<file path="config.mk">
export PLATFORM = sky130hd
export DESIGN_NAME = multicycle_ctrl_flat
export DESIGN_NICKNAME = d
export VERILOG_FILES = /design/src/rtl/multicycle_ctrl_if.sv /design/src/rtl/multicycle_ctrl.sv /design/src/flat_wrapper.sv
export SDC_FILE = /design/constraint.sdc
export NUM_CORES = 1
export LEC_CHECK = 0
export BUFFER_PORTS_ARGS = -buffer_cell sky130_fd_sc_hd__buf_4
export CORE_MARGIN = 3
export CORE_UTILIZATION = 37
export CTS_CLUSTER_SIZE = 20
export DETAILED_ROUTE_END_ITERATION = 8
export PLACE_DENSITY = 0.73
export SLEW_MARGIN = 20
export SYNTH_ARGS = -nofsm -noshare
export SYNTH_HDL_FRONTEND = slang
export SYNTH_SLANG_ARGS = --single-unit
</file>
<file path="constraint.sdc">
create_clock -name clk -period 1.5 [get_ports clk]
set_clock_uncertainty 0.2 [all_clocks]
set_input_delay 0.15 -clock clk [delete_from_list [all_inputs] [get_ports clk]]
set_output_delay 0.15 -clock clk [all_outputs]
set_load 0.03 [all_outputs]
</file>
<file path="src/rtl/multicycle_ctrl_if.sv">
// Multicycle controller bus: opcode/flags in, datapath controls out.
// The controller sits on the slave side, and the instruction/datapath
// side (or a testbench) sits on the master side.
`timescale 1ns/1ps
interface multicycle_ctrl_if;
    logic [5:0] op;
    logic       zero;
    logic       memready;
    logic       pcen;
    logic       pcwrite;
    logic       memwrite;
    logic       irwrite;
    logic       regwrite;
    logic       alusrca;
    logic       branch;
    logic       iord;
    logic       memtoreg;
    logic       regdst;
    logic [1:0] alusrcb;
    logic [1:0] pcsrc;
    logic [1:0] aluop;
    logic       illegal;
    logic [3:0] state;

    modport master (
        output op, zero, memready,
        input  pcen, pcwrite, memwrite, irwrite, regwrite, alusrca, branch,
               iord, memtoreg, regdst, alusrcb, pcsrc, aluop, illegal, state
    );

    modport slave (
        input  op, zero, memready,
        output pcen, pcwrite, memwrite, irwrite, regwrite, alusrca, branch,
               iord, memtoreg, regdst, alusrcb, pcsrc, aluop, illegal, state
    );
endinterface

</file>
<file path="src/rtl/multicycle_ctrl.sv">
// Multicycle MIPS-style main controller (Moore FSM).
// The optional BNE support is enabled by defining MULTICYCLE_CTRL_BNE_EN.
// reset is asynchronous and active-low.
`timescale 1ns/1ps
module multicycle_ctrl (
    input  logic clk,
    input  logic reset,
    multicycle_ctrl_if.slave bus
);
    typedef enum logic [3:0] {
        FETCH    = 4'd0,
        DECODE   = 4'd1,
        MEMADR   = 4'd2,
        MEMRD    = 4'd3,
        MEMWB    = 4'd4,
        MEMWR    = 4'd5,
        EXECUTE  = 4'd6,
        ALUWB    = 4'd7,
        BRANCH   = 4'd8,
        ADDIEXEC = 4'd9,
        ADDIWB   = 4'd10,
        JUMP     = 4'd11
    } state_t;

    localparam logic [5:0] OP_LW    = 6'b100011;
    localparam logic [5:0] OP_SW    = 6'b101011;
    localparam logic [5:0] OP_RTYPE = 6'b000000;
    localparam logic [5:0] OP_BEQ   = 6'b000100;
    localparam logic [5:0] OP_ADDI  = 6'b001000;
    localparam logic [5:0] OP_J     = 6'b000010;
`ifdef MULTICYCLE_CTRL_BNE_EN
    localparam logic [5:0] OP_BNE   = 6'b000101;
`endif

    state_t state_q;
    state_t state_d;
    logic   is_lw;
    logic   bne_q;
    logic   illegal_d;

    logic       pcwrite;
    logic       memwrite;
    logic       irwrite;
    logic       regwrite;
    logic       alusrca;
    logic       branch;
    logic       iord;
    logic       memtoreg;
    logic       regdst;
    logic [1:0] alusrcb;
    logic [1:0] pcsrc;
    logic [1:0] aluop;

    // State register; reset drops straight back to FETCH.
    always_ff @(posedge clk or negedge reset) begin
        if (!reset) state_q <= FETCH;
        else        state_q <= state_d;
    end

    // Opcode class flags captured in DECODE and held for the rest of the instruction.
    always_ff @(posedge clk or negedge reset) begin
        if (!reset)                 is_lw <= 1'b0;
        else if (state_q == DECODE) is_lw <= (bus.op == OP_LW);
    end

`ifdef MULTICYCLE_CTRL_BNE_EN
    // BNE flag inverts the zero sense of the branch condition.
    always_ff @(posedge clk or negedge reset) begin
        if (!reset)                 bne_q <= 1'b0;
        else if (state_q == DECODE) bne_q <= (bus.op == OP_BNE);
    end
`else
    assign bne_q = 1'b0;
`endif

    // Next-state logic; unsupported opcodes flag illegal and abandon the instruction.
    always_comb begin
        state_d   = state_q;
        illegal_d = 1'b0;
        case (state_q)
            FETCH:    if (bus.memready) state_d = DECODE;
            DECODE: begin
                case (bus.op)
                    OP_LW, OP_SW: state_d = MEMADR;
                    OP_RTYPE:     state_d = EXECUTE;
                    OP_BEQ:       state_d = BRANCH;
`ifdef MULTICYCLE_CTRL_BNE_EN
                    OP_BNE:       state_d = BRANCH;
`endif
                    OP_ADDI:      state_d = ADDIEXEC;
                    OP_J:         state_d = JUMP;
                    default: begin
                        state_d   = FETCH;
                        illegal_d = 1'b1;
                    end
                endcase
            end
            MEMADR:   state_d = is_lw ? MEMRD : MEMWR;
            MEMRD:    if (bus.memready) state_d = MEMWB;
            MEMWR:    if (bus.memready) state_d = FETCH;
            EXECUTE:  state_d = ALUWB;
            ADDIEXEC: state_d = ADDIWB;
            MEMWB, ALUWB, ADDIWB, BRANCH, JUMP: state_d = FETCH;
            default:  state_d = FETCH;
        endcase
    end

    // Moore output decode from the state register (FETCH strobes qualified by memready).
    always_comb begin
        pcwrite  = 1'b0;
        memwrite = 1'b0;
        irwrite  = 1'b0;
        regwrite = 1'b0;
        alusrca  = 1'b0;
        branch   = 1'b0;
        iord     = 1'b0;
        memtoreg = 1'b0;
        regdst   = 1'b0;
        alusrcb  = 2'b00;
        pcsrc    = 2'b00;
        aluop    = 2'b00;
        case (state_q)
            FETCH: begin
                alusrcb = 2'b01;
                irwrite = bus.memready;
                pcwrite = bus.memready;
            end
            DECODE:   alusrcb = 2'b11;
            MEMADR, ADDIEXEC: begin
                alusrca = 1'b1;
                alusrcb = 2'b10;
            end
            MEMRD:    iord = 1'b1;
            MEMWB: begin
                memtoreg = 1'b1;
                regwrite = 1'b1;
            end
            MEMWR: begin
                iord     = 1'b1;
                memwrite = 1'b1;
            end
            EXECUTE: begin
                alusrca = 1'b1;
                aluop   = 2'b10;
            end
            ALUWB: begin
                regdst   = 1'b1;
                regwrite = 1'b1;
            end
            ADDIWB:   regwrite = 1'b1;
            BRANCH: begin
                alusrca = 1'b1;
                aluop   = 2'b01;
                pcsrc   = 2'b01;
                branch  = 1'b1;
            end
            JUMP: begin
                pcsrc   = 2'b10;
                pcwrite = 1'b1;
            end
            default: ;
        endcase
    end

    assign bus.pcen     = pcwrite | (branch & (bus.zero ^ bne_q));
    assign bus.pcwrite  = pcwrite;
    assign bus.memwrite = memwrite;
    assign bus.irwrite  = irwrite;
    assign bus.regwrite = regwrite;
    assign bus.alusrca  = alusrca;
    assign bus.branch   = branch;
    assign bus.iord     = iord;
    assign bus.memtoreg = memtoreg;
    assign bus.regdst   = regdst;
    assign bus.alusrcb  = alusrcb;
    assign bus.pcsrc    = pcsrc;
    assign bus.aluop    = aluop;
    assign bus.illegal  = illegal_d;
    assign bus.state    = state_q;
endmodule

</file>
<file path="src/flat_wrapper.sv">
// flat-port wrapper written by rule: the top's interface ports become plain ports
module multicycle_ctrl_flat 
  (clk, reset, bus_op, bus_zero, bus_memready, bus_pcen, bus_pcwrite, bus_memwrite, bus_irwrite, bus_regwrite, bus_alusrca, bus_branch, bus_iord, bus_memtoreg, bus_regdst, bus_alusrcb, bus_pcsrc, bus_aluop, bus_illegal, bus_state);
  multicycle_ctrl_if bus_i ();
  input  logic clk;
  input  logic reset;
  input wire logic [$bits(bus_i.op)-1:0] bus_op;
  input wire logic [$bits(bus_i.zero)-1:0] bus_zero;
  input wire logic [$bits(bus_i.memready)-1:0] bus_memready;
  output wire logic [$bits(bus_i.pcen)-1:0] bus_pcen;
  output wire logic [$bits(bus_i.pcwrite)-1:0] bus_pcwrite;
  output wire logic [$bits(bus_i.memwrite)-1:0] bus_memwrite;
  output wire logic [$bits(bus_i.irwrite)-1:0] bus_irwrite;
  output wire logic [$bits(bus_i.regwrite)-1:0] bus_regwrite;
  output wire logic [$bits(bus_i.alusrca)-1:0] bus_alusrca;
  output wire logic [$bits(bus_i.branch)-1:0] bus_branch;
  output wire logic [$bits(bus_i.iord)-1:0] bus_iord;
  output wire logic [$bits(bus_i.memtoreg)-1:0] bus_memtoreg;
  output wire logic [$bits(bus_i.regdst)-1:0] bus_regdst;
  output wire logic [$bits(bus_i.alusrcb)-1:0] bus_alusrcb;
  output wire logic [$bits(bus_i.pcsrc)-1:0] bus_pcsrc;
  output wire logic [$bits(bus_i.aluop)-1:0] bus_aluop;
  output wire logic [$bits(bus_i.illegal)-1:0] bus_illegal;
  output wire logic [$bits(bus_i.state)-1:0] bus_state;
  assign bus_i.op = bus_op;
  assign bus_i.zero = bus_zero;
  assign bus_i.memready = bus_memready;
  assign bus_pcen = bus_i.pcen;
  assign bus_pcwrite = bus_i.pcwrite;
  assign bus_memwrite = bus_i.memwrite;
  assign bus_irwrite = bus_i.irwrite;
  assign bus_regwrite = bus_i.regwrite;
  assign bus_alusrca = bus_i.alusrca;
  assign bus_branch = bus_i.branch;
  assign bus_iord = bus_i.iord;
  assign bus_memtoreg = bus_i.memtoreg;
  assign bus_regdst = bus_i.regdst;
  assign bus_alusrcb = bus_i.alusrcb;
  assign bus_pcsrc = bus_i.pcsrc;
  assign bus_aluop = bus_i.aluop;
  assign bus_illegal = bus_i.illegal;
  assign bus_state = bus_i.state;
  multicycle_ctrl u_core (.clk(clk), .reset(reset), .bus(bus_i));
endmodule
</file>
==> impl_metrics.ini, run 1 <==
[outcome]
status = aborted with a tool error
haltStage = clock tree synthesis (4_1_cts)
firstError = [ERROR DPL-0038] Utilization greater than 100%, impossible to legalize

[die]
io_pins = 31
start_util_pct = 43.1
die_w_um = 43.6
die_height_um = 43.6
std_cell_rows = 12

[yosys]
async_flop_share_pct = 100
syn-mean-instance-area_um2 = 7.38
ys_seq_area_share_pct = 23.9
yosys_warnings = 0
synth_top_family_by_area = simple AND/OR/NAND/NOR gates
synth_ff_type = dfrtp_1
synth_fa_ha_area_share_pct = 0
synth-seq-cells = 5
synth_edf_count = 0
synth_cells = 71
synthSimpleGateAreaFrac_pct = 38.4
yosys-top-cells-count = nor2_1 (8), nor3_1 (8), a21oi_1 (5), dfrtp_1 (5), nand2b_1 (5)
synth_compound_area_share_pct = 23.2
synth-xor-area-share_pct = 3.34
muxShareOfSynthArea_pct = 2.15
syn-num-nets = 81
synth_cell_types = 34
synth_top_area_share_pct = 23.9
synthTopCellsByArea = dfrtp_1 (24%), nor3_1 (7.6%), nand2b_1 (6.0%), nor2_1 (5.7%), a21oi_1 (4.8%)
yosysTopAreaCell = dfrtp_1
syn-cell-area_um2 = 524

[clock_tree]
cts_max_level = 1
cts_setup_buffers = 7
ctsHoldBuffers = 1
cts_root_buf = clkbuf_4
cts_made_buffers = 3
cts_max_path_buffers = 2
cts-resized-gates = 21
clock-sinks = 5

[place]
post-dp-hpwl_mm = 1.93
place_congestion = 0.869
dpl.cell_count = 139
port_buffers = 30
==> kinds of logic after synthesis <==
family          Yosys count
compound gates           17
xor+xnor                  2
buf+inv                  10
flops                     5
mux                       1
simple gates             36
==> per-stage QoR <==
| step | worst slack (ns) | cell area [um2] |
|---|---|---|
| after global placement | -0.327 | 1100 |
| after detailed placement | -0.376 | 1100 |
| after floorplan | -0.293 | 708 |
==> inputs of run 2 (changes only) <==
--- a/config.mk
+++ b/config.mk
@@ -6,11 +6,10 @@
 export NUM_CORES = 1
 export LEC_CHECK = 0
 export BUFFER_PORTS_ARGS = -buffer_cell sky130_fd_sc_hd__buf_4
-export CORE_MARGIN = 3
-export CORE_UTILIZATION = 37
-export CTS_CLUSTER_SIZE = 20
+export CORE_AREA = 3 3 64 66
 export DETAILED_ROUTE_END_ITERATION = 8
-export PLACE_DENSITY = 0.73
+export DIE_AREA = 0 0 67 69
+export PLACE_DENSITY_LB_ADDON = 0.15
 export SLEW_MARGIN = 20
 export SYNTH_ARGS = -nofsm -noshare
 export SYNTH_HDL_FRONTEND = slang
==> constraint.sdc (replaced) <==
create_clock -name clk -period 2 [get_ports clk]
set_clock_uncertainty 0.2 [all_clocks]
set_input_delay 0.2 -clock clk [delete_from_list [all_inputs] [get_ports clk]]
set_output_delay 0.2 -clock clk [all_outputs]
set_load 0.03 [all_outputs]
==> run 2 against run 1 <==
  * The flow now finishes without violations
  * Synthesized area unchanged
  * Synthesized cell count unchanged
==> impl_metrics.ini, run 2 <==
[cells_and_area]
final_cell_mix = buf_4 (36), nor2_1 (7), nor3_1 (6)
final_nets = 116
diodes = 0
syn2layout_area_growth_pct = 71.1
drive_gt1_share_pct = 51.4
final_common_cell = buf_4
largest_reg_flops = 4
stdcell_count = 153
num-fill-cells = 420
fin_util_pct = 24.7

[yosys]
ys_seq_area_share_pct = 23.9
synth_cell_types = 34
async_flop_share_pct = 100
synth_ff_type = dfrtp_1
synthTopCellsByArea = dfrtp_1 (24%), nor3_1 (7.6%), nand2b_1 (6.0%), nor2_1 (5.7%), a21oi_1 (4.8%)
yosys_warnings = 0
synth_cells = 71
syn-cell-area_um2 = 524
syn-mean-instance-area_um2 = 7.38
yosysTopAreaCell = dfrtp_1
synth-seq-cells = 5
yosys-top-cells-count = nor2_1 (8), nor3_1 (8), a21oi_1 (5), dfrtp_1 (5), nand2b_1 (5)
syn-num-nets = 81
synth_edf_count = 0
synth_top_area_share_pct = 23.9

[clock_tree]
cts_max_path_buffers = 2
clock_latency_ns = 0.21
cts_tree = built
cts_root_buf = clkbuf_8
cts_setup_buffers = 0
cts_max_level = 1
clock-sinks = 5
clk_pin_slew_worst_paths_ns = 0.03
cts_made_buffers = 3

[sta]
final_max_slew_viol_count = 0
rsz0062_at_grt = no
whs_ns = 0.0288
relSlewSlack_pct = 78.1
finalCritPeriodShare_pct = 95.0
period_needed_ns = 1.90
setup_violations = 0
max_freq_mhz = 526
tightestPinTransition_ns = 0.328
hold_viol = 0

[global_routing]
grt_pass1_vias = 596
overflow = 0
grt_antenna_before_repair = 0
grt_start_max_net_pins = 11
grt_pass1_wl_mm = 2.67
grt_usage_pct = 7.37

[worst_setup_path]
crit_fanout = 7
worstPathArrival_ns = 1.50
cp_top_family = flip-flops
rr_worst_depth = 4
cp-end-kind = output pin
r2r-start = u_core.bus.state[1]
worst-path-buf-inv = 2
cp_cell_sequence = buf_4, or2_2, a21oi_2, buf_4
critical_path_class = reg -> out
cp_slowest_cell = dfrtp_2
worst_setup_path_start_kind = register
worstPathRequired_ns = 1.60
cpPeakStageDelay_ns = 0.45
rrSetupSlack_ns = 0.27
worstReg2RegEnd = u_core.bus.state[2]
cp_common_cell = buf_4

[power_and_ir_drop]
p_int_uw = 652
swShare_pct = 50.3
p_clk_share_pct = 13.6
power_leakage_nw = 0.390
p_per_area_mw_per_mm2 = 1460
power_mw = 1.31
vdd_ir_drop_max_mv = 0.301
p_seq_share_pct = 15.3
comb_power_share_pct = 71.1
switching_power_uw = 659

[min_path]
worstHoldEndpoint = u_core.is_lw
whs_path_depth = 2
hold_path_class = in -> reg
hp-start = bus_op[3]

[place]
place_congestion = 0.723
post-dp-hpwl_mm = 1.40
dpl.cell_count = 148
port_buffers = 30

[drt]
vias = 631
avgViaCountPerCell = 4.12
wl_mm = 1.67
routedWlPerCell_um = 10.9
drc = 0
drtIter0Drc = 19
ant_nets = 0
dr.pass1.iters = 4

[die]
std_cell_rows = 22
die_height_um = 69
start_util_pct = 14.4
die_w_um = 67
core_area_mm2 = 0.00363
dieArea_mm2 = 0.00462
io_pins = 31

[run]
maxCapViolations = 0

[outcome]
status = finished clean
==> run 2: cell counts after synthesis <==
Identical to the previous run, type by type.
==> run 2: how the worst max path moves through the flow <==
| stage | depth (start not counted) | from | endpoint | slack, ns |
|---|---|---|---|---|
| 2_1_floorplan | 5 | u_core.bus.state[3] | bus_pcen | -0.12 |
| 3_3_place_gp | 5 | bus_op[0] | u_core.bus.state[2] | 0.09 |
| 3_5_place_dp | 5 | bus_op[0] | u_core.bus.state[2] | 0.08 |
| 4_1_cts | 5 | u_core.bus.state[0] | bus_pcen | 0.008 |
| 5_1_grt | 5 | u_core.bus.state[3] | bus_regwrite | 0.0006 |
| 6_report | 4 | u_core.bus.state[3] | bus_alusrcb[1] | 0.10 |
==> run 2: metal layers <==
layer	global-route usage, %	share of wire (%)	wire length (um)	up-vias
li1	-	-	-	322
met1	9.67	49	820	279
met2	11.7	42	697	28
met3	0.977	7.9	132	2
met4	3.38	1.1	19	0
met5	0	0	0	-
==> run 2: layout make-up <==
type                            count  area (um2)  share of cell area [%]
Tap cell                           48        60.1                    6.69
Timing Repair Buffer               37         280                    31.2
Sequential cell                     5         130                    14.5
Multi-Input combinational cell     56         370                    41.3
Inverter                            3        11.3                    1.26
Clock buffer                        4        45.0                    5.02
==> run 2: cells by family (layout without fill, tap and decap cells) <==
kind of cell,Yosys count,in the layout,share of synthesized area (%)
xor gates and xnor gates,2,2,3.34
AOI/OAI and AO/OA,17,17,23.1
and+or+nand+nor,36,36,38.4
DFF,5,5,23.9
buffers and inverters,10,44,9.07
muxes,1,1,2.15
==> run 2: what timing repair did <==
action                     4_1_cts  5_1_grt
setup endpoints to repair        0        3
hold buffers                     1        0
resized for setup                0        4
hold endpoints to repair         5        0
==> run 2: stage by stage <==
stage | area, um2 | TNS, ns | setup slack (ns)
detailed placement | 837 | 0 | 0.0811
global placement | 837 | 0 | 0.0887
floorplan | 547 | -0.117 | -0.117
global route | 897 | 0 | 0.000638
CTS | 892 | 0 | 0.00848
finish | 897 | 0 | 0.100
==> run 2: power groups by stage <==
stage	Combinational (mW)	Sequential, mW	Clock (mW)
after floorplan	0.595	0.206	0
after global placement	0.939	0.195	0
after detailed placement	0.939	0.197	0
after CTS	0.942	0.195	0.182
after global routing	1.01	0.209	0.193
final	0.931	0.201	0.178
No activity file was read; power rests on OpenSTA's default activity.
